`src/rtl/register_file_sb.sv`:
```
// rtl/register_file_sb.sv - register file with per-register busy scoreboard
//
// Two combinational read ports, one write port, and one claim port.
// A claim marks a destination busy until a write to it completes.
//
// Parameters:
//   DATA_W   register width
//   ADDR_W   address width, DEPTH = 2**ADDR_W
//   BYPASS   1 = forward same-cycle write data and busy-clear to the read ports
//   ZERO_REG 1 = register 0 is hard zero and never busy
//
// Ports:
//   clk, rst                   clock, synchronous active-high reset
//   wr_en, wr_addr, wr_data    write port (also completes a pending claim)
//   claim_en, claim_addr       marks a register busy
//   rd_addr1/2 -> rd_data1/2   read data
//   busy1/2                    read source has a pending result
//   busy_count, any_busy       busy population and its non-zero flag
module register_file_sb #(
    parameter int DATA_W   = 32,
    parameter int ADDR_W   = 4,
    parameter int BYPASS   = 1,
    parameter int ZERO_REG = 0
) (
    input  logic              clk,
    input  logic              rst,
    input  logic              wr_en,
    input  logic [ADDR_W-1:0] wr_addr,
    input  logic [DATA_W-1:0] wr_data,
    input  logic              claim_en,
    input  logic [ADDR_W-1:0] claim_addr,
    input  logic [ADDR_W-1:0] rd_addr1,
    input  logic [ADDR_W-1:0] rd_addr2,
    output logic [DATA_W-1:0] rd_data1,
    output logic [DATA_W-1:0] rd_data2,
    output logic              busy1,
    output logic              busy2,
    output logic [ADDR_W:0]   busy_count,
    output logic              any_busy
);

    localparam int DEPTH = 1 << ADDR_W;

    logic [DATA_W-1:0] regs [DEPTH];
    logic [DEPTH-1:0]  busy_q;
    logic [ADDR_W:0]   count_q;

    logic wr_eff;
    logic claim_eff;
    logic new_claim;
    logic clear_busy;

    // Accesses to register 0 are dropped entirely when it is hard-wired to zero.
    assign wr_eff    = wr_en    && !((ZERO_REG != 0) && (wr_addr == '0));
    assign claim_eff = claim_en && !((ZERO_REG != 0) && (claim_addr == '0));

    // Count only real transitions of the busy vector, so re-claims and
    // writes to idle registers leave the count alone. A claim and write to
    // the same register keeps it busy (claim wins), hence no clear there.
    assign new_claim  = claim_eff && !busy_q[claim_addr];
    assign clear_busy = wr_eff && busy_q[wr_addr] && !(claim_eff && (claim_addr == wr_addr));

    always_ff @(posedge clk) begin
        if (rst) begin
            for (int i = 0; i < DEPTH; i++) begin
                regs[i] <= '0;
            end
            busy_q  <= '0;
            count_q <= '0;
        end else begin
            if (wr_eff) begin
                regs[wr_addr] <= wr_data;
            end
            if (clear_busy) begin
                busy_q[wr_addr] <= 1'b0;
            end
            if (claim_eff) begin
                busy_q[claim_addr] <= 1'b1;
            end
            count_q <= count_q + {{ADDR_W{1'b0}}, new_claim} - {{ADDR_W{1'b0}}, clear_busy};
        end
    end

    logic zero1, zero2;
    logic fwd1, fwd2;

    assign zero1 = (ZERO_REG != 0) && (rd_addr1 == '0);
    assign zero2 = (ZERO_REG != 0) && (rd_addr2 == '0);
    assign fwd1  = (BYPASS != 0) && wr_en && (wr_addr == rd_addr1);
    assign fwd2  = (BYPASS != 0) && wr_en && (wr_addr == rd_addr2);

    assign rd_data1 = zero1 ? '0 : (fwd1 ? wr_data : regs[rd_addr1]);
    assign rd_data2 = zero2 ? '0 : (fwd2 ? wr_data : regs[rd_addr2]);

    // A same-cycle claim is not visible here; a same-cycle write hides busy.
    assign busy1 = !zero1 && !fwd1 && busy_q[rd_addr1];
    assign busy2 = !zero2 && !fwd2 && busy_q[rd_addr2];

    assign busy_count = count_q;
    assign any_busy   = (count_q != '0);

endmodule

```
`config.mk`:
```
export PLATFORM = sky130hd
export DESIGN_NAME = register_file_sb
export DESIGN_NICKNAME = d
export VERILOG_FILES = /design/src/rtl/register_file_sb.sv
export SDC_FILE = /design/constraint.sdc
export NUM_CORES = 1
export LEC_CHECK = 0
export BUFFER_PORTS_ARGS = -buffer_cell sky130_fd_sc_hd__buf_4
export CORE_UTILIZATION = 65
export DETAILED_ROUTE_END_ITERATION = 12
export HOLD_SLACK_MARGIN = 0.06
export PLACE_DENSITY = 0.89
export SLEW_MARGIN = 20
export SYNTH_ARGS = -nofsm -noshare
export SYNTH_HDL_FRONTEND = slang
export SYNTH_SLANG_ARGS = --single-unit
```
`constraint.sdc`:
```
create_clock -name clk -period 11.44 [get_ports clk]
set_clock_uncertainty 0.2 [all_clocks]
set_input_delay 1.144 -clock clk [delete_from_list [all_inputs] [get_ports clk]]
set_output_delay 1.144 -clock clk [all_outputs]
set_load 0.02 [all_outputs]
```
# Word level (Yosys, flattened, before mapping)
# Memories as Yosys holds them, arrays and structs flattened.
# Cells that the tools add are included.
# word_totals
ff_bits	21
mem_count	1
output_inout_bits	72
wordCells	58
romBits	0
mem_bits_rw	512
latch_bits	0
# op_classes
n_eq_ne	3
addsub	2
multipliers	0
muxes	25
n_reduce_logical	16
shift	0
bitwise	3
magnitude_cmp	6
div_mod_pow	0
# memory_table
memory	depth	width	read_ports	rd_ports_with_merged_regs	wr	line	source
regs	16	32	2	0	16	44	logic [DATA_W-1:0] regs [DEPTH];
# ops
cell	n
32-bit 2-to-1 mux	3
16-bit 2-to-1 mux	3
32-bit OR reduction	1
4-bit by 5-bit < comparator with 1-bit output (second input constant)	4
16-bit bitwise AND	1
1-bit binary-select mux with 4-bit select	4
16-bit inverter	1
16-bit bitwise OR	1
4-bit equality test	3
1-bit 2-to-1 mux	12
1-bit logical AND	10
1-bit demux with 4-bit select	2
4-bit by 1-bit greater-or-equal comparator with 1-bit output (second input constant)	2
5-bit by 1-bit adder with 5-bit output	1
5-bit nonzero test	1
5-bit by 1-bit subtractor with 5-bit output	1
1-bit logical NOT	4
4-bit 2-to-1 mux	1

# Depth between registers and ports, before layout
# Gate-level depths: netlist of the first run.
# depth
ltp_word	10
depth_mapped	15
mapped_depth_nobuf	12

# Worst setup path after synthesis of the first run
# Ideal clock, no wire load.
# synth_timing
kind	input to register
startpoint	input claim_addr[0]
endpoint	register count_q[4], in the netlist busy_count[4]
arrival_ps	4177
setup_time_ps	71
required_time_ps	11169
slack_ps	6992
cell_stages	12
cell_sequence	clkbuf_1 mux4_2 mux4_2 nand2b_1 ha_1 inv_1 ha_1 fa_1 a21oi_1 nor2_1 or3_1 a21oi_1
# synth_between
elab_chain_cells	6
word_cells_on_any_way	10
classes_between	2 x add/sub; 1 x eq/ne; 2 x mux; 5 x reduce/logical
# synth_lines
item	line	source
start, declared	31	input logic [ADDR_W-1:0] claim_addr,
1-bit binary-select mux with 4-bit select	60	assign new_claim = claim_eff && !busy_q[claim_addr];
1-bit 2-to-1 mux (not written as such)	60	
1-bit logical NOT	60	
1-bit logical AND	60	
5-bit by 1-bit adder with 5-bit output	80	count_q <= count_q + {{ADDR_W{1'b0}}, new_claim} - {{ADDR_W{1'b0}}, clear_busy};
5-bit by 1-bit subtractor with 5-bit output *	80	
end signal, assigned	80	
end, declared	46	logic [ADDR_W:0] count_q;
# Every way passes the cells marked *; elsewhere a longest branch is shown, timed or not. The select of a mux whose other input is x is not followed.
# A chain may end at the register's enable or synchronous reset.

# Worst setup path after layout of the first run
# layout_timing
startpoint	input rd_addr2[1]
endpoint	output rd_data2[28]
# layout_between
elab_chain_cells	3
word_cells_on_any_way	4
classes_between	1 x eq/ne; 1 x mux; 1 x reduce/logical; 1 x memory
# layout_lines
item	line	source
start, declared	33	input logic [ADDR_W-1:0] rd_addr2,
parallel branches: the longest is 2 deep, another holds memory 16 x 32 bit	n/a	
32-bit 2-to-1 mux *	93	assign rd_data2 = zero2 ? '0 : (fwd2 ? wr_data : regs[rd_addr2]);
end, declared	35	output logic [DATA_W-1:0] rd_data2,
# Every way passes the cells marked *.

==> results of run 1 <==
==> state kept, by name (all words and copies together) (netlist names) <==
register	flops
regs	512
busy_q	16
busy_count	5
==> final cells by class <==
type,instances,area (um^2)
Antenna cell,1,2.502
Clock buffer,68,1404
Clock inverter,25,212.7
Fill cell,2604,12260
Inverter,21,78.83
Multi-Input combinational cell,1199,12730
Sequential cell,533,15800
Tap cell,592,740.7
Timing Repair Buffer,157,1291
==> worst max path at each step <==
stage	depth (start not counted)	slack, ns	endpoint	from
after floorplan	12	6.99	busy_count[4]	claim_addr[0]
after global placement	6	5.53	rd_data1[30]	rd_addr1[0]
after detailed placement	6	5.52	rd_data1[30]	rd_addr1[0]
after CTS	6	5.49	rd_data1[30]	rd_addr1[0]
after global routing	8	5.62	rd_data1[0]	rd_addr1[1]
final	8	5.71	rd_data2[28]	rd_addr2[1]
==> layer usage <==
| metal | track usage | vias to the layer above | wire [um] | share of wire |
|---|---|---|---|---|
| met5 | 0 | - | 0 | 0 |
| met4 | 0.1889 | 0 | 3575 | 0.043 |
| met3 | 0.08266 | 316 | 10760 | 0.13 |
| met2 | 0.5831 | 1813 | 40800 | 0.49 |
| met1 | 0.4518 | 9638 | 27410 | 0.33 |
| li1 | - | 7581 | - | - |
==> power by group through the flow <==
stage | clock network [mW] | logic (mW) | registers, mW
after floorplan | 0 | 0.456 | 2.33
after global routing | 1.73 | 0.713 | 2.33
after CTS | 1.66 | 0.670 | 2.32
after global placement | 0 | 0.645 | 2.33
final | 1.67 | 0.683 | 2.32
after detailed placement | 0 | 0.664 | 2.35
==> cell usage after synthesis, drive strengths merged <==
cell	number
and3	1
nor2b	13
a21oi	19
nor2	20
fa	1
and2	516
and2b	1
or2	17
or3	2
buf	61
inv	21
ha	6
nor4	2
xor2	10
nand2	72
dlygate4sd1	3
clkbuf	125
or4b	1
edfxtp	512
a22oi	124
mux2	64
dlymetal6s2s	2
nand3	13
nand3b	1
nand4	4
o21ai	1
o32ai	16
nand2b	6
dfxtp	21
xnor2	5
mux4	278
a21o	1
nor3	5
==> critical path, stage by stage <==
cell,delay (ns)
buf_4,0.38
buf_4,0.52
buf_4,0.92
mux4_1,0.45
a22oi_1,0.28
nand2_1,0.14
mux2_2,0.28
buf_4,0.16
==> logic make-up after synthesis <==
| logic type | share of synthesized area |
|---|---|
| AND/OR/NAND/NOR | 0.1357 |
| flip-flops | 0.5352 |
| multiplexers | 0.2439 |
| buffers and inverters | 0.03756 |
| AO/OA/AOI/OAI | 0.03994 |
| XOR/XNOR | 0.004451 |
| adder cells (fa/ha/maj) | 0.003222 |
==> summary.txt, run 1 <==
STA
  • Measured slew at the worst slew-check pin: 1.256 ns
  • Unrepaired setup endpoints after global routing: false
  • Crit path time final: 5.734 ns
  • Fin. Hold Viols: 0
  • Fin. max-slew vios: 0
  • Final worst setup slack: 5.706 ns
  • Hold Slack: 0.3582 ns
  • Highest Clock Rate: 0.1744 GHz
  • Final setup viols: 0
  • Setup_tns: 0 ns
  • Final period utilization: 0.5012
  • Slew HR: 0.1626

Synth
  • Synth area leader: edfxtp_1
  • Synthesized instance count: 1944
  • Area contributors post-synth: edfxtp_1 52%, mux4_2 17%, and2_1 11%
  • Avg Inst Size Synth: 15.18 um^2
  • Cell Area, Synth: 0.02951 mm^2
  • Post-synthesis net count: 2003
  • Yosys warnings: 0
  • Yosys cell types: 42
  • #FFs+latches synth: 533
  • Synth top area share: 0.5209
  • Post-synthesis sequential area ratio: 0.5352

Drt
  • DRC: 0
  • DRT Wirelength: 82540 um
  • Pre-Repair DR Iteration Count: 8
  • Routed Antenna Nets: 0
  • Number of vias per cell: 7.453
  • Initial DRC Count: 3135
  • Via count: 19348
  • Wire per inst: 31.80 um

Final layout
  • Nets@finish: 2024
  • Most frequent cells in the layout: 514 x and2_1, 512 x edfxtp_1, 220 x mux4_2
  • Fin cells: 2596
  • Post-Route Utilization: 0.7246
  • Fin area: 0.03225 mm^2
  • Fraction of layout cells with a size suffix above 1: 0.2791
  • Commonest non-fill, non-tap cell in the layout: and2_1
  • Synth-to-layout area growth: 9.280%

Worst setup path
  • Cells on worst reg2reg path: 11
  • Critical path launch point type: primary input
  • CP Data Arrival Time: 4.39 ns
  • Type of the worst setup path: primary input to output pin
  • Max FO, Critical Path: 70
  • FF-to-FF setup slack: 7.93 ns
  • CP Capture Type: output pin
  • Worst EP required: 10.10 ns
  • Worst R2R End: busy_count[4]
  • Worst r2r src: busy_q[9]

Clock network
  • Clk buf depth: 3
  • Post-CTS setup buffer count: 0
  • TritonCTS clock tree: done
  • CTS root buffer: clkbuf_16
  • Post-CTS Hold Buffers: 0
  • # H-tree levels: 2
  • CTS sink cnt: 533
  • CTS buffer count: 53
  • Resize count post-CTS: 0
  • Worst skew pair latency: 0.59 ns
  • Reg clk slew, reported paths: 0.06 ns

Floorplan
  • IO Pins: 124
  • Core area: 0.04451 mm^2
  • Die X: 215.1 um
  • Site Rows: 77
  • Die Area: 0.04626 mm^2
  • Initial Util: 0.6631
  • Die H: 215.1 um

Placement
  • DP Area: 0.03052 mm^2
  • Placed cells: 2499
  • Routability Congestion: 0.8734
  • Buffers on Ports: 123
  • Post-DP HPWL: 44040 um
  • Pre-CTS setup slack: 5.523 ns

Pwr
  • Combinational group share of total power: 0.146
  • VDD IR max: 0.1160 mV
  • Power Internal: 3.495 mW
  • Sw power: 1.178 mW
  • Clock share of power: 0.357
  • Static Leak: 11.38 nW
  • PD cells: 144.9 mW/mm^2
  • Total power: 4.673 mW
  • Seq pwr share: 0.497
  • Switching share of total power: 0.2521

Global route
  • Largest net degree at the start of global routing: 81
  • Global-route usage over all layers: 0.3580
  • First-pass GRT wire length: 121300 um
  • Vias in the first global route: 20003
  • Grt total ovfl: 0
  • Initial antenna violation count: 1

Hold path
  • Hold WC Path Type: register to register
  • Hold_sp: busy_q[0]
  • Hold Crit Depth: 2
  • Hold Path Sink: busy_q[0]

Outcome
  • Status: complete, no violations

Run
  • Max-Cap Viols: 0
Note: power is estimated with default switching activity, not from simulation.
==> run 2: changes to the inputs <==
--- a/config.mk
+++ b/config.mk
@@ -6,10 +6,10 @@
 export NUM_CORES = 1
 export LEC_CHECK = 0
 export BUFFER_PORTS_ARGS = -buffer_cell sky130_fd_sc_hd__buf_4
-export CORE_UTILIZATION = 65
+export CORE_UTILIZATION = 63
 export DETAILED_ROUTE_END_ITERATION = 12
 export HOLD_SLACK_MARGIN = 0.06
-export PLACE_DENSITY = 0.89
+export PLACE_DENSITY = 0.87
 export SLEW_MARGIN = 20
 export SYNTH_ARGS = -nofsm -noshare
 export SYNTH_HDL_FRONTEND = slang
==> constraint.sdc (replaced) <==
create_clock -name clk -period 5.6 [get_ports clk]
set_clock_uncertainty 0.2 [all_clocks]
set_input_delay 0.56 -clock clk [delete_from_list [all_inputs] [get_ports clk]]
set_output_delay 0.56 -clock clk [all_outputs]
set_load 0.02 [all_outputs]
==> run 2 against run 1 <==
Against the previous run: die area up 3.1%; register-to-register slack worse by 5.8 ns; sequential cell count unchanged; routed wire length up 0.14%; total power up 110%; worst setup slack worse by 4.0 ns; via count down 1.4%; largest cell class unchanged.
==> summary.txt, run 2 (synthesis gave the netlist of run 1 again) <==
Floorplan
  • Die Area: 0.04772 mm^2
  • Core area: 0.04577 mm^2
  • IO Pins: 124
  • Initial Util: 0.6448
  • Die H: 218.4 um
  • Site Rows: 78
  • Die X: 218.4 um

Placement
  • Buffers on Ports: 123
  • DP Area: 0.03070 mm^2
  • Routability Congestion: 0.9034
  • Pre-CTS setup slack: 1.650 ns
  • Post-DP HPWL: 45220 um
  • Placed cells: 2525

Worst setup path
  • Crit path max-delay family: buffers and inverters
  • Worst path max stage delay: 0.64 ns
  • Type of the worst setup path: primary input to output pin
  • Worst path bufs/invs: 3
  • CP Data Arrival Time: 3.18 ns
  • Worst path slowest cell: mux4_1
  • Worst EP required: 4.84 ns
  • CP Cell Sequence: clkbuf_8 > buf_4 > mux4_1 > a22oi_1 > nand2_1 > mux2_2 > buf_4
  • Critical path launch point type: primary input
  • Most used cell, CP: buf_4
  • CP Capture Type: output pin
  • Max FO, Critical Path: 63

Outcome
  • Status: complete, no violations

STA
  • Final setup viols: 0
  • Final period utilization: 0.7042
  • Highest Clock Rate: 0.2536 GHz
  • Final worst setup slack: 1.657 ns
  • Measured slew at the worst slew-check pin: 1.195 ns
  • Unrepaired setup endpoints after global routing: false
  • Slew HR: 0.2031
  • Fin. max-slew vios: 0
  • Fin. Hold Viols: 0
  • Setup_tns: 0 ns
  • Hold Slack: 0.1400 ns
  • Crit path time final: 3.943 ns

Final layout
  • Most frequent cells in the layout: 514 x and2_1, 512 x edfxtp_1, 220 x mux4_2
  • Synth-to-layout area growth: 10.04%
  • Fin area: 0.03248 mm^2
  • Footprint of the multi-input gates: 0.01272 mm^2
  • Nets@finish: 2042
  • Commonest non-fill, non-tap cell in the layout: and2_1
  • Fin cells: 2623
  • Largest register by flop count: regs
  • Max reg flops: 512
  • Post-Route Utilization: 0.7096
  • Reg area: 0.01580 mm^2
  • Fill cells: 2736
  • Fraction of layout cells with a size suffix above 1: 0.2839

Pwr
  • Static Leak: 11.50 nW
  • Total power: 9.747 mW
  • PD cells: 300.1 mW/mm^2
  • VDD IR max: 0.2434 mV

Clock network
  • TritonCTS clock tree: done
  • CTS root buffer: clkbuf_16
  • # H-tree levels: 2
  • Clk buf depth: 3
  • Worst skew pair latency: 0.62 ns
  • Post-CTS setup buffer count: 0
  • Resize count post-CTS: 0
  • Reg clk slew, reported paths: 0.06 ns
  • Post-CTS Hold Buffers: 0
  • CTS sink cnt: 533
  • CTS buffer count: 55

Run
  • Max-Cap Viols: 0

Global route
  • Largest net degree at the start of global routing: 65
  • Vias in the first global route: 19650
  • Global-route usage over all layers: 0.3521
  • First-pass GRT wire length: 120500 um
  • Grt total ovfl: 0
  • Initial antenna violation count: 2

Drt
  • Wire per inst: 31.51 um
  • Number of vias per cell: 7.274
  • Pre-Repair DR Iteration Count: 5
  • Via count: 19079
  • DRT Wirelength: 82660 um
  • Routed Antenna Nets: 0
  • DRC: 0
  • Initial DRC Count: 2778

Hold path
  • Hold WC Path Type: primary input to register
[run 2: layer usage]
| metal | track usage | wire length [um] |
|---|---|---|
| met1 | 0.4388 | 27470 |
| met2 | 0.5769 | 40140 |
| met3 | 0.06750 | 10030 |
| met4 | 0.2089 | 5005 |
| met5 | 0 | 12 |
[run 2: worst register-to-register path, delay by kind of cell (launching register included)]
family,cells,cell delay [ns]
multiplexers,2,0.95
adder cells (fa/ha/maj),3,0.91
AND/OR/NAND/NOR,3,0.61
flip-flops,1,0.37
AO/OA/AOI/OAI,2,0.32
buffers and inverters,1,0.04
[run 2: power breakdown]
| part | total, mW | switching, mW | leakage (nW) | internal (mW) |
|---|---|---|---|---|
| clock network | 3.61 | 1.54 | 0.837 | 2.07 |
| logic | 1.40 | 0.764 | 5.61 | 0.637 |
| registers | 4.73 | 0.129 | 5.05 | 4.60 |
[run 2: worst paths after layout]
kind	startpoint	to	slack, ns	cells past startpoint
max	rd_addr2[0]	rd_data2[27]	1.66	7
max reg2reg	busy_q[14]	busy_count[4]	2.13	11
min	wr_data[5]	regs[13][5]	0.14	2
min reg2reg	busy_q[2]	busy_q[2]	0.34	2
[run 2: area by class of cell]
type | count | share of cell area
diodes | 1 | 0.00007705
repair buffers | 173 | 0.04292
flip-flops and latches | 533 | 0.4863
multi-input cells | 1199 | 0.3916
well taps | 600 | 0.02312
clock buffers | 67 | 0.04507
clock inverters | 29 | 0.008476
inverters | 21 | 0.002427
==> run 3: changes to the inputs <==
--- a/config.mk
+++ b/config.mk
@@ -6,10 +6,10 @@
 export NUM_CORES = 1
 export LEC_CHECK = 0
 export BUFFER_PORTS_ARGS = -buffer_cell sky130_fd_sc_hd__buf_4
-export CORE_UTILIZATION = 63
+export CORE_UTILIZATION = 57
 export DETAILED_ROUTE_END_ITERATION = 12
 export HOLD_SLACK_MARGIN = 0.06
-export PLACE_DENSITY = 0.87
+export PLACE_DENSITY = 0.83
 export SLEW_MARGIN = 20
 export SYNTH_ARGS = -nofsm -noshare
 export SYNTH_HDL_FRONTEND = slang
==> constraint.sdc (replaced) <==
create_clock -name clk -period 3.4 [get_ports clk]
set_clock_uncertainty 0.2 [all_clocks]
set_input_delay 0.34 -clock clk [delete_from_list [all_inputs] [get_ports clk]]
set_output_delay 0.34 -clock clk [all_outputs]
set_load 0.02 [all_outputs]
==> run 3 against run 2 <==
Against the previous run: the flow now finishes with violations (DRC); routed wire length grew 3.2%; hold slack got worse by 0.078 ns; non-clock buffer count is 81 higher; global-route usage shrank 2.6 points; total power rose by 64%; first-iteration DRC count rose by 2.1%; count of clock-buffer cells in the layout grew 4; sequential cell count did not move; via count is 1.9% higher.
==> summary.txt, run 3 (synthesis gave the netlist of run 1 again) <==
Outcome
  • Status: complete, but fails checks
  • Failing checks: DRC

Global route
  • Grt total ovfl: 0
  • Initial antenna violation count: 0
  • First-pass GRT wire length: 125600 um
  • Global-route usage over all layers: 0.3259
  • Vias in the first global route: 19868
  • Largest net degree at the start of global routing: 43

Clock network
  • TritonCTS clock tree: done
  • Reg clk slew, reported paths: 0.06 ns
  • CTS root buffer: clkbuf_16
  • Clk buf depth: 3
  • CTS sink cnt: 533
  • # H-tree levels: 2
  • Worst skew pair latency: 0.61 ns
  • CTS buffer count: 54

Drt
  • Wire per inst: 30.69 um
  • Via count: 19439
  • Pre-Repair DR Iteration Count: 9
  • DRT Wirelength: 85310 um
  • DRC: 1
  • Routed Antenna Nets: 0
  • Initial DRC Count: 2837
  • Number of vias per cell: 6.992

Floorplan
  • Site Rows: 83
  • Core area: 0.05120 mm^2
  • IO Pins: 124
  • Die Area: 0.05269 mm^2
  • Initial Util: 0.5765
  • Die H: 229.5 um
  • Die X: 229.5 um

Hold path
  • Hold WC Path Type: primary input to register
  • Hold_sp: claim_addr[0]

Worst setup path
  • CP Capture Type: register
  • Crit path max-delay family: multiplexers
  • Worst path slowest cell: mux4_2
  • Max FO, Critical Path: 5
  • CP Cell Sequence: mux4_2 > mux4_2 > and3_1 > ha_1 > inv_1 > ha_1 > fa_2 > a21oi_2 > nor2_1 > or3_1 > a21oi_1
  • Worst r2r src: busy_q[15]
  • CP Data Arrival Time: 3.65 ns
  • Worst EP required: 3.74 ns
  • Critical Path Start: busy_q[15]
  • Worst path bufs/invs: 1
  • FF-to-FF setup slack: 0.08 ns
  • Worst path max stage delay: 0.48 ns
  • Critical path launch point type: register
  • Type of the worst setup path: register to register

Pwr
  • PD cells: 477.4 mW/mm^2
  • Static Leak: 11.93 nW
  • VDD IR max: 0.3640 mV

STA
  • Unrepaired setup endpoints after global routing: false
  • Final worst setup slack: 0.08423 ns
  • Setup_tns: 0 ns
  • Fin. max-slew vios: 0
  • Final setup viols: 0
  • Final period utilization: 0.9752
  • Measured slew at the worst slew-check pin: 0.8869 ns
  • Crit path time final: 3.316 ns
  • Highest Clock Rate: 0.3016 GHz
  • Fin. Hold Viols: 0
  • Slew HR: 0.4075

Placement
  • Buffers on Ports: 123
  • Pre-CTS setup slack: -0.1382 ns
  • Routability Congestion: 0.8826
  • Post-DP HPWL: 49390 um

Final layout
  • Antenna cell count: 0
  • Largest register by flop count: regs
  • Fraction of layout cells with a size suffix above 1: 0.2919
  • Fill cells: 3383
  • Post-Route Utilization: 0.6542
  • Synth-to-layout area growth: 13.49%
  • Commonest non-fill, non-tap cell in the layout: and2_1
  • Most frequent cells in the layout: 516 x and2_1, 512 x edfxtp_1, 220 x mux4_2
  • Nets@finish: 2122
  • Max reg flops: 512

Run
  • Max-Cap Viols: 0
==> run 3: repair_timing <==
action	in CTS	in global routing
hold buffers	41	0
resized for setup	0	6
setup buffers	0	0
hold endpoints to repair	533	0
endpoints found under the setup margin	0	1
==> run 3: worst paths after layout <==
check	end	cells after the start
max reg2reg	busy_count[4]	11
max	busy_count[4]	11
min	busy_q[10]	3
min reg2reg	busy_q[10]	2
==> run 3: where the power goes <==
part,internal [mW],switching (mW)
Combinational,1.15,1.30
Sequential,7.58,0.211
Clock,3.25,2.50
==> run 3: cell type report <==
cell class	instances	area, um^2	share of cell area
Tap cell	680	850.8	0.02540
Clock buffer	71	1436	0.04288
Inverter	21	78.83	0.002353
Multi-Input combinational cell	1199	12710	0.3795
Timing Repair Buffer	254	2410	0.07194
Clock inverter	22	207.7	0.006201
Sequential cell	533	15800	0.4717
==> run 3: worst min-delay path, stage by stage <==
cell,delay (ns)
buf_4,0.15
nand2b_1,0.24
o32ai_1,0.10
==> run 3: metrics by stage <==
step | cells | area [um^2] | power (mW) | hold WS (ns)
final | 2780 | 33500 | 15.99 | 0.06230
after CTS | 2780 | 33490 | 15.95 | 0.06690
after global placement | 2646 | 31430 | 10.18 | 0.3104
after global routing | 2780 | 33500 | 16.35 | 0.09763
after floorplan | 1944 | 29520 | 9.372 | 0.2763
after detailed placement | 2646 | 31430 | 10.28 | 0.3158
==> run 3: per-layer routing <==
layer  routed length, um  track usage  vias to the layer above
li1                    -            -                     7771
met1               28980       0.4166                     9817
met2               41770       0.5375                     1536
met3               10290      0.06424                      315
met4                4266       0.1548                        0
met5                   0            0                        -
